--- src/rtl/keypad_pkg.sv ---
// -----------------------------------------------------------------------------
// keypad_pkg
// Shared types and helpers for the 4x4 matrix keypad scanner:
//   - scanner FSM state encoding
//   - key codes for the non-digit keys
//   - keymap(): (row index, column index) -> 4-bit key code
//   - single_low()/low_row_idx(): decode an active-low row pattern
// -----------------------------------------------------------------------------
package keypad_pkg;

  typedef enum logic [1:0] {
    SCAN     = 2'd0,
    DEBOUNCE = 2'd1,
    HELD     = 2'd2,
    RELEASE  = 2'd3
  } state_e;

  localparam logic [3:0] KEY_A    = 4'd10;
  localparam logic [3:0] KEY_B    = 4'd11;
  localparam logic [3:0] KEY_C    = 4'd12;
  localparam logic [3:0] KEY_D    = 4'd13;
  localparam logic [3:0] KEY_STAR = 4'd14;
  localparam logic [3:0] KEY_HASH = 4'd15;

  // Physical layout:
  //   row 0: 1 2 3 A
  //   row 1: 4 5 6 B
  //   row 2: 7 8 9 C
  //   row 3: * 0 # D
  function automatic logic [3:0] keymap(input logic [1:0] r, input logic [1:0] c);
    logic [3:0] code;
    code = 4'd0;
    unique case ({r, c})
      4'b00_00: code = 4'd1;
      4'b00_01: code = 4'd2;
      4'b00_10: code = 4'd3;
      4'b00_11: code = KEY_A;
      4'b01_00: code = 4'd4;
      4'b01_01: code = 4'd5;
      4'b01_10: code = 4'd6;
      4'b01_11: code = KEY_B;
      4'b10_00: code = 4'd7;
      4'b10_01: code = 4'd8;
      4'b10_10: code = 4'd9;
      4'b10_11: code = KEY_C;
      4'b11_00: code = KEY_STAR;
      4'b11_01: code = 4'd0;
      4'b11_10: code = KEY_HASH;
      4'b11_11: code = KEY_D;
      default:  code = 4'd0;
    endcase
    return code;
  endfunction

  // True when exactly one row line is pulled low. No key and multiple keys in
  // the same column both come out false, so both read as "no key".
  function automatic logic single_low(input logic [3:0] rows);
    logic hit;
    hit = 1'b0;
    unique case (rows)
      4'b1110, 4'b1101, 4'b1011, 4'b0111: hit = 1'b1;
      default:                            hit = 1'b0;
    endcase
    return hit;
  endfunction

  // Index of the low row. Only meaningful when single_low() is true.
  function automatic logic [1:0] low_row_idx(input logic [3:0] rows);
    logic [1:0] idx;
    idx = 2'd0;
    unique case (rows)
      4'b1110: idx = 2'd0;
      4'b1101: idx = 2'd1;
      4'b1011: idx = 2'd2;
      4'b0111: idx = 2'd3;
      default: idx = 2'd0;
    endcase
    return idx;
  endfunction

endpackage

--- src/rtl/keypad_tick.sv ---
// -----------------------------------------------------------------------------
// keypad_tick
// Free-running divider producing a one-cycle scan tick every SCAN_DIV clocks.
// Ports:
//   clock    - system clock
//   ClearAll - asynchronous active-low reset (counter returns to 0)
//   tick     - high for one cycle when the counter sits at SCAN_DIV-1
// -----------------------------------------------------------------------------
module keypad_tick #(
  parameter int SCAN_DIV = 50000,
  parameter int CNT_W    = 32
) (
  input  logic clock,
  input  logic ClearAll,
  output logic tick
);

  logic [CNT_W-1:0] cnt_q;
  logic [CNT_W-1:0] cnt_d;

  always_comb begin
    tick  = (cnt_q == CNT_W'(SCAN_DIV - 1));
    cnt_d = tick ? '0 : cnt_q + CNT_W'(1);
  end

  // NOTE: state is always updated with non-blocking assignments so every flop
  // samples the pre-edge value of every other flop, as real hardware does.
  always_ff @(posedge clock or negedge ClearAll) begin
    if (!ClearAll) cnt_q <= '0;
    else           cnt_q <= cnt_d;
  end

endmodule

--- src/rtl/keypad_scanner.sv ---
// -----------------------------------------------------------------------------
// keypad_scanner
// Scans a 4x4 active-low matrix keypad one column at a time, debounces the
// sampled rows and reports a single locked key to the calculator control unit.
// Ports:
//   clock      - system clock
//   ClearAll   - asynchronous active-low reset
//   row[3:0]   - keypad rows, active-low, asynchronous to clock
//   col[3:0]   - column drive, active-low, exactly one bit low at a time
//   keyPressed - code of the last accepted key (held after release)
//   trig       - high from key acceptance until the release is debounced
//   key_valid  - one-cycle strobe on the cycle keyPressed updates
// -----------------------------------------------------------------------------
module keypad_scanner
  import keypad_pkg::*;
#(
  parameter int SCAN_DIV         = 50000,
  parameter int DEBOUNCE_SAMPLES = 20,
  parameter int CNT_W            = 32
) (
  input  logic       clock,
  input  logic       ClearAll,
  input  logic [3:0] row,
  output logic [3:0] col,
  output logic [3:0] keyPressed,
  output logic       trig,
  output logic       key_valid
);

  localparam int DB_W = $clog2(DEBOUNCE_SAMPLES + 1);
  localparam logic [DB_W-1:0] DB_DONE = DB_W'(DEBOUNCE_SAMPLES);
  localparam logic [DB_W-1:0] DB_ONE  = DB_W'(1);

  logic tick;

  keypad_tick #(
    .SCAN_DIV (SCAN_DIV),
    .CNT_W    (CNT_W)
  ) u_tick (
    .clock    (clock),
    .ClearAll (ClearAll),
    .tick     (tick)
  );

  // Two-flop row synchronizer; idle (all-high) is the reset value so that a
  // freshly reset scanner sees "no key".
  logic [3:0] row_meta_q;
  logic [3:0] rs_q;

  state_e          state_q,   state_d;
  logic [1:0]      col_idx_q, col_idx_d;
  logic [DB_W-1:0] cnt_q,     cnt_d;
  logic [3:0]      pat_q,     pat_d;
  logic [3:0]      key_q,     key_d;
  logic            trig_q,    trig_d;
  logic            valid_q,   valid_d;

  // ---------------------------------------------------------------------------
  // State register
  // ---------------------------------------------------------------------------
  always_ff @(posedge clock or negedge ClearAll) begin
    if (!ClearAll) begin
      row_meta_q <= 4'hF;
      rs_q       <= 4'hF;
      state_q    <= SCAN;
      col_idx_q  <= 2'd0;
      cnt_q      <= '0;
      pat_q      <= 4'hF;
      key_q      <= 4'd0;
      trig_q     <= 1'b0;
      valid_q    <= 1'b0;
    end else begin
      row_meta_q <= row;
      rs_q       <= row_meta_q;
      state_q    <= state_d;
      col_idx_q  <= col_idx_d;
      cnt_q      <= cnt_d;
      pat_q      <= pat_d;
      key_q      <= key_d;
      trig_q     <= trig_d;
      valid_q    <= valid_d;
    end
  end

  // ---------------------------------------------------------------------------
  // Next-state logic. Nothing moves except on tick cycles; key_valid is the
  // only signal that self-clears every cycle.
  // ---------------------------------------------------------------------------
  always_comb begin
    // NOTE: every signal gets a default before the case so no path leaves it
    // unassigned, which would otherwise infer a latch.
    state_d   = state_q;
    col_idx_d = col_idx_q;
    cnt_d     = cnt_q;
    pat_d     = pat_q;
    key_d     = key_q;
    trig_d    = trig_q;
    valid_d   = 1'b0;

    if (tick) begin
      unique case (state_q)
        SCAN: begin
          if (single_low(rs_q)) begin
            // Lock onto this column; col stays put while we debounce.
            pat_d   = rs_q;
            cnt_d   = DB_ONE;
            state_d = DEBOUNCE;
          end else begin
            col_idx_d = col_idx_q + 2'd1;
          end
        end

        DEBOUNCE: begin
          if (rs_q == pat_q) begin
            if (cnt_q + DB_ONE == DB_DONE) begin
              key_d   = keymap(low_row_idx(pat_q), col_idx_q);
              trig_d  = 1'b1;
              valid_d = 1'b1;
              state_d = HELD;
            end else begin
              cnt_d = cnt_q + DB_ONE;
            end
          end else begin
            state_d   = SCAN;
            col_idx_d = col_idx_q + 2'd1;
          end
        end

        HELD: begin
          // Only the locked column is driven, so other keys are invisible here.
          if (rs_q == 4'hF) begin
            cnt_d   = DB_ONE;
            state_d = RELEASE;
          end
        end

        RELEASE: begin
          if (rs_q == 4'hF) begin
            if (cnt_q + DB_ONE == DB_DONE) begin
              trig_d    = 1'b0;
              state_d   = SCAN;
              col_idx_d = col_idx_q + 2'd1;
            end else begin
              cnt_d = cnt_q + DB_ONE;
            end
          end else begin
            // Release bounce: key is still down, no new strobe.
            state_d = HELD;
          end
        end

        default: state_d = SCAN;
      endcase
    end
  end

  // ---------------------------------------------------------------------------
  // Outputs, all straight from registers.
  // ---------------------------------------------------------------------------
  always_comb begin
    col        = ~(4'b0001 << col_idx_q);
    keyPressed = key_q;
    trig       = trig_q;
    key_valid  = valid_q;
  end

endmodule

--- config.mk ---
export PLATFORM = sky130hd
export DESIGN_NAME = keypad_scanner
export DESIGN_NICKNAME = d
export VERILOG_FILES = /design/src/rtl/keypad_pkg.sv /design/src/rtl/keypad_tick.sv /design/src/rtl/keypad_scanner.sv
export SDC_FILE = /design/constraint.sdc
export NUM_CORES = 1
export LEC_CHECK = 0
export ABC_AREA = 1
export BUFFER_PORTS_ARGS = -buffer_cell sky130_fd_sc_hd__buf_4
export CAP_MARGIN = 10
export CELL_PAD_IN_SITES_DETAIL_PLACEMENT = 0
export CELL_PAD_IN_SITES_GLOBAL_PLACEMENT = 1
export CORE_ASPECT_RATIO = 1.75
export CORE_UTILIZATION = 45
export CTS_CLUSTER_DIAMETER = 50
export DETAILED_ROUTE_END_ITERATION = 16
export PLACE_DENSITY = 0.78
export SYNTH_ARGS = -nofsm -noshare
export SYNTH_HDL_FRONTEND = slang
export SYNTH_SLANG_ARGS = --single-unit
--- constraint.sdc ---
create_clock -name clock -period 1.8 [get_ports clock]
set_input_delay 0.09 -clock clock [delete_from_list [all_inputs] [get_ports clock]]
set_output_delay 0.09 -clock clock [all_outputs]
set_load 0.03 [all_outputs]
=== Yosys cells after proc, flatten, opt, wreduce, memory -nomap -nowiden ===
Memories as Yosys holds them, arrays and structs flattened. A register that Yosys moved wholly into a read port is not among the register bits.
Index checks and enable logic that the tools add are counted.

* Register bits after elaboration: 55
* Bits in latches: 0
* Bits in writable memories: 0
* Memory bits (read-only): 64
* Bits of input ports: 6
* Output and inout bits: 10
* Logic and storage cells: 86
* Memories kept: 1

{| class="wikitable"
|+ Memory list
! name !! depth !! bits a word !! rd ports !! clocked after Yosys merged registers in !! wr ports !! line !! source
|-
| (name not given) || 16 || 4 || 1 || 1 || 0 || keypad_pkg.sv:33 || <nowiki>unique case ({r, c})</nowiki>
|}

* $add $sub $neg: 3
* Multipliers: 0
* Divide/modulo/power cells: 0
* $lt $le $gt $ge: 0
* Eq/ne operators: 24
* Shift operators: 1
* Mux-type cells: 36
* Bitwise operators: 1
* Reductions and logical operators: 11

{| class="wikitable"
|+ Operator list
! operator !! count
|-
| 32-bit by 1-bit adder with 32-bit output (second input constant) || 1
|-
| 32-bit by 16-bit equality test with 1-bit output (second input constant) || 1
|-
| 32-bit two-way mux || 1
|-
| 2-bit two-way mux || 14
|-
| 5-bit two-way mux || 5
|-
| 4-bit equality test (second input constant) || 6
|-
| 5-bit one-hot mux with 4 select lines || 1
|-
| 2-bit != test (second input constant) || 8
|-
| 2-bit one-hot mux with 3 select lines || 2
|-
| 6-bit AND reduction || 2
|-
| 1-bit two-way mux || 11
|-
| 5-bit AND reduction || 2
|-
| 4-bit by 3-bit equality test with 1-bit output (second input constant) || 2
|-
| 2-bit one-hot mux with 4 select lines || 1
|-
| 3-bit != test (second input constant) || 2
|-
| 5-bit by 1-bit adder with 5-bit output (second input constant) || 1
|-
| 5-bit equality test (second input constant) || 1
|-
| 2-bit equality test (second input constant) || 2
|-
| 4-bit equality test || 1
|-
| 4-bit NOT || 1
|-
| 4-bit AND reduction || 1
|-
| 4-bit OR reduction || 1
|-
| 1-bit by 2-bit << shifter with 4-bit output (first input constant) || 1
|-
| 3-bit AND reduction || 1
|-
| other kinds (7) || 7
|}

=== Depth between registers and ports, before layout ===
* Depth after elaboration: 7
* Mapped depth: 12
* Mapped depth without buffers: 12

=== Modules after synthesis ===
Synthesis repeated with hierarchy kept, for this count alone.

* Cells, all modules: 503
* Area total of the unflattened synthesis: 3,711.1 um2

{| class="wikitable"
|+ By module, submodules not included
! module !! times used !! cells each !! area each (um2) !! sequential area each (um2)
|-
| keypad_tick || 1 || 293 || 2,064.5 || 800.8
|-
| keypad_scanner || 1 || 210 || 1,646.6 || 690.7
|}

=== Worst setup path before layout ===
Ideal clock, no wire load.

* Path kind: register to register
* Start point: reg u_tick.cnt_q[0]
* End point: reg cnt_q[0]
* Setup time: 123 ps
* Arrival: 1,441 ps
* Data required time: 1,677 ps
* Path slack: 236 ps
* Cell stages (with the launch flop): 11
* Buffers on the path: 0
* Period minus slack after synthesis: 1,564 ps
* Path through: dfrtp_1 -> ha_1 -> nand2_2 -> nor2_4 -> inv_2 -> nor2_4 -> nand2_4 -> nor2_8 -> nand2_4 -> o21ai_0 -> nand2_1

* Cells in the longest elaborated chain, start to end: 2

{| class="wikitable"
|+ Ends and longest elaborated chain
! what !! line !! source
|-
| from (decl) || keypad_tick.sv:18 || <nowiki>logic [CNT_W-1:0] cnt_q;</nowiki>
|-
| from (signal assigned) || keypad_tick.sv:30 || <nowiki>else cnt_q <= cnt_d;</nowiki>
|-
| 32-bit by 16-bit equality test with 1-bit output || keypad_tick.sv:22 || <nowiki>tick = (cnt_q == CNT_W'(SCAN_DIV - 1));</nowiki>
|-
| 5-bit AND reduction (no line) || - ||
|-
| to (signal assigned) || keypad_scanner.sv:77 || <nowiki>cnt_q <= cnt_d;</nowiki>
|-
| to (decl) || keypad_scanner.sv:52 || <nowiki>logic [DB_W-1:0] cnt_q, cnt_d;</nowiki>
|}

Every way passes these cells.
A chain may end at the register's enable or synchronous reset.

=== Final worst setup path ===
* Start point: reg pat_q[2]
* End point: reg cnt_q[1]

* Cells in the longest elaborated chain, start to end: 3

{| class="wikitable"
|+ Ends and longest elaborated chain
! what !! line !! source
|-
| from (decl) || keypad_scanner.sv:53 || <nowiki>logic [3:0] pat_q, pat_d;</nowiki>
|-
| from (signal assigned) || keypad_scanner.sv:78 || <nowiki>pat_q <= pat_d;</nowiki>
|-
| 4-bit equality test || keypad_scanner.sv:114 || <nowiki>if (rs_q == pat_q) begin</nowiki>
|-
| 2-bit != test (no line) || - ||
|-
| 5-bit AND reduction (no line) || - ||
|}

Every way passes these cells.

==> summary.txt <==
Status
  • Status: finished clean

GRT
  • Largest net degree at the start of global routing: 60
  • Antenna violations before repair: 0
  • Total global-route track usage: 24.4%
  • Vias in the first global route: 3,271
  • Total gr overflow: 0
  • First-pass GRT wire length: 15.3 mm

Worst setup path
  • Worst path depth: 10
  • Critical path origin: pat_q[2]
  • Slowest CP cell: dfstp_2
  • R2R Path End: cnt_q[1]
  • Most frequent CP cell: nand2_1
  • CP Class: reg2reg
  • CP peak stage delay: 550 ps
  • Reg2reg path depth: 10
  • Worst endpoint required time: 2010 ps
  • CP endpoint kind: register
  • Critical path arrival: 1890 ps
  • Startpoint types: register
  • Worst-path fanout max: 6
  • CP top delay family: simple AND/OR/NAND/NOR gates
  • Worst reg2reg path startpoint: pat_q[2]
  • R2R Setup Slk: 120 ps
  • Worst path bufs/invs: 2
  • Cell Chain, Critical Path: inv_1 > nand2_1 > nand2_1 > nor2_2 > buf_4 > nand2_1 > nand2_1 > nand3_4 > o21ai_0 > nand2_1

Final layout
  • Share of cells above drive strength 1: 18.5%
  • Storage element area: 1490 um^2
  • Multi-input gate area in the final layout: 1870 um^2
  • Filler cells: 762
  • Commonest non-fill, non-tap cell in the layout: nand2_1
  • Final core occ: 57.4%
  • Most frequent cells in the layout: nand2_1, inv_1, nor2_1, dfrtp_1, nand3_1
  • ANT cells: 0
  • Final nets: 566
  • P&R area growth vs syn: 22.0%
  • Post-Layout Inst Area: 4370 um^2

Synth
  • Yosys warns: 0
  • Post-synthesis cell type count: 26
  • Main combinational cell family by area after synthesis: simple AND/OR/NAND/NOR gates
  • Synth Register Bits: 59
  • Syn Area/Cell: 7.13 um^2
  • Syn Nets: 517
  • Seq/Total Area, Yosys: 41.6%
  • Synth Area in Compound Gates: 3.28%
  • Post-Synth XOR/XNOR Area: 5.86%
  • Adder-Cell Fraction of Synth Area: 2.79%
  • Mux cell area share after synthesis: 0%
  • Synthesized area: 3590 um^2
  • Post-Synthesis Cells: 503
  • Post-Synth Simple-Gate Area: 37.5%

CTS
  • CTS max path bufs: 2
  • Clock-pin slew on the worst setup and hold paths: 60 ps
  • CTS Buf Count: 9
  • Clk sinks: 59
  • Clock root cell: clkbuf_16
  • H-tree depth: 3
  • Clock Latency Late Sink: 330 ps
  • CTS tree: done

Placed design
  • Gpl congestion: 0.926
  • DPL Wire Length: 7.29 mm
  • Dpl cell area: 3940 um^2
  • I/O Buffers: 15

Timing
  • Pins Over Slew Limit: 0
  • Slew at the pin with the worst max-slew slack: 773 ps
  • Final hold vios: 0
  • Clock skew: 6.87 ps
  • Fin crit share: 93.3%
  • Setup violators final: 0
  • Slew margin rel.: 48.5%
  • RSZ-0062 raised after global routing: true
  • Min Clock Period, post-route: 1680 ps
  • Peak Freq: 0.595 GHz

Min path
  • Hold endpoint: rs_q[2]
  • Hold depth: 0
  • Worst hold path class: reg2reg
  • Hold Path Origin: row_meta_q[2]

Run
  • Max_cap viols: 0

Route
  • Drt wl/cell: 14.4 um
  • Residual DRC: 0
  • First-pass iteration count of the detailed router: 4
  • Vias: 3,227
  • Antenna Nets Post-Route: 0
  • Routed WL: 9.27 mm
  • Via-to-Cell Ratio: 5.00
  • DRT iter0 DRCs: 148

Power
  • Final Power: 3.02 mW
  • Leakage power: 2.28 nW
  • PD cells: 690 nW/um^2
  • Peak VDD IR: 0.000727 V

Floorplan
  • Initial core utilization: 47.1%
  • Die Width: 69.5 um
  • Die area: 8340 um^2
  • FP Rows: 42
  • Die height: 120 um
  • Io pins: 16
  • CORE AREA: 7620 um^2
[per-stage QoR]
step                      hold WS (ps)  cells  setup TNS, ps  setup slack, ps
after floorplan                   -206    503              0              236
after global placement             199    623              0             17.5
after detailed placement           200    623              0             25.9
after CTS                          361    644              0             1.78
after global routing               363    645          -6.03            -6.03
final                              358    645              0              121
[report_power, final]
group / switching (mW) / leakage [nW] / internal, mW
sequential: 0.00628 / 0.766 / 1.34
clock: 0.649 / 0.141 / 0.938
combinational: 0.0516 / 1.37 / 0.0272
total: 0.707 / 2.28 / 2.31
[worst max-delay path by stage]
stage                             to  slack [ps]
floorplan                   cnt_q[0]         240
global placement    u_tick.cnt_q[23]          20
detailed placement     keyPressed[2]          30
CTS                 u_tick.cnt_q[23]           2
global route           keyPressed[1]          -6
finish                      cnt_q[1]         120
[layer usage]
metal  share of wire (%)  up-vias  global-route usage, %
met5                   0        -                      0
met4                 4.4        0                   14.5
met3                 2.1       26                   4.03
met2                  57       52                   48.2
met1                  36     1498                   22.6
li1                    -     1651                      -
[flip-flops by register name, indices dropped and copies added, names as in the netlist, 2 cells and up]
signal	cells
u_tick.cnt_q	32
row_meta_q	4
col_idx_q	2
cnt_q	5
state_q	2
pat_q	4
keyPressed	4
rs_q	4
[cell families (layout without fill, tap and decap cells)]
group           Yosys count  after routing
simple gates            303            303
buf+inv                  86            140
xor+xnor                 24             24
fa+ha+maj                 8              8
flops                    59             59
compound gates           23             23
[cell type report]
type | count | share of cell area, %
Clock buffer | 9 | 5.15
Clock inverter | 7 | 1.14
Inverter | 86 | 7.38
Multi-Input combinational cell | 358 | 42.8
Sequential cell | 59 | 34.2
Tap cell | 88 | 2.52
Timing Repair Buffer | 38 | 6.81
[timing repair]
action,4_1_cts,5_1_grt
hold buffers,5,0
hold endpoints to repair,51,0
resized for setup,0,35
setup buffers,0,1
setup endpoints to repair,0,26
[worst reg2reg max path, cell delays in order (launching register included)]
cell     delay, ps
dfstp_2        550
inv_1           70
nand2_1         50
nand2_1         60
nor2_2         130
buf_4          140
nand2_1         60
nand2_1        120
nand3_4        140
o21ai_0        180
nand2_1         70
[synthesized netlist by cell type]
library cell	n	area share, %
a21oi_1	5	0.70
and3b_1	1	0.24
clkinv_1	1	0.10
dfrtp_1	47	33
dfstp_2	12	8.8
ha_1	8	2.8
inv_1	82	8.6
inv_2	3	0.31
nand2_1	157	16
nand2_2	1	0.17
nand2_4	2	0.63
nand3_1	38	5.3
nand3_2	1	0.28
nand4_1	13	2.3
nor2_1	63	6.6
nor2_2	4	0.70
nor2_4	2	0.63
nor2_8	2	1.1
nor3_1	14	2.0
nor3_2	2	0.56
nor3b_1	2	0.42
o21ai_0	17	2.4
o21bai_1	1	0.21
or2_2	1	0.17
xnor2_1	2	0.49
xor2_1	22	5.4
Note: power is estimated with default switching activity, not from simulation.
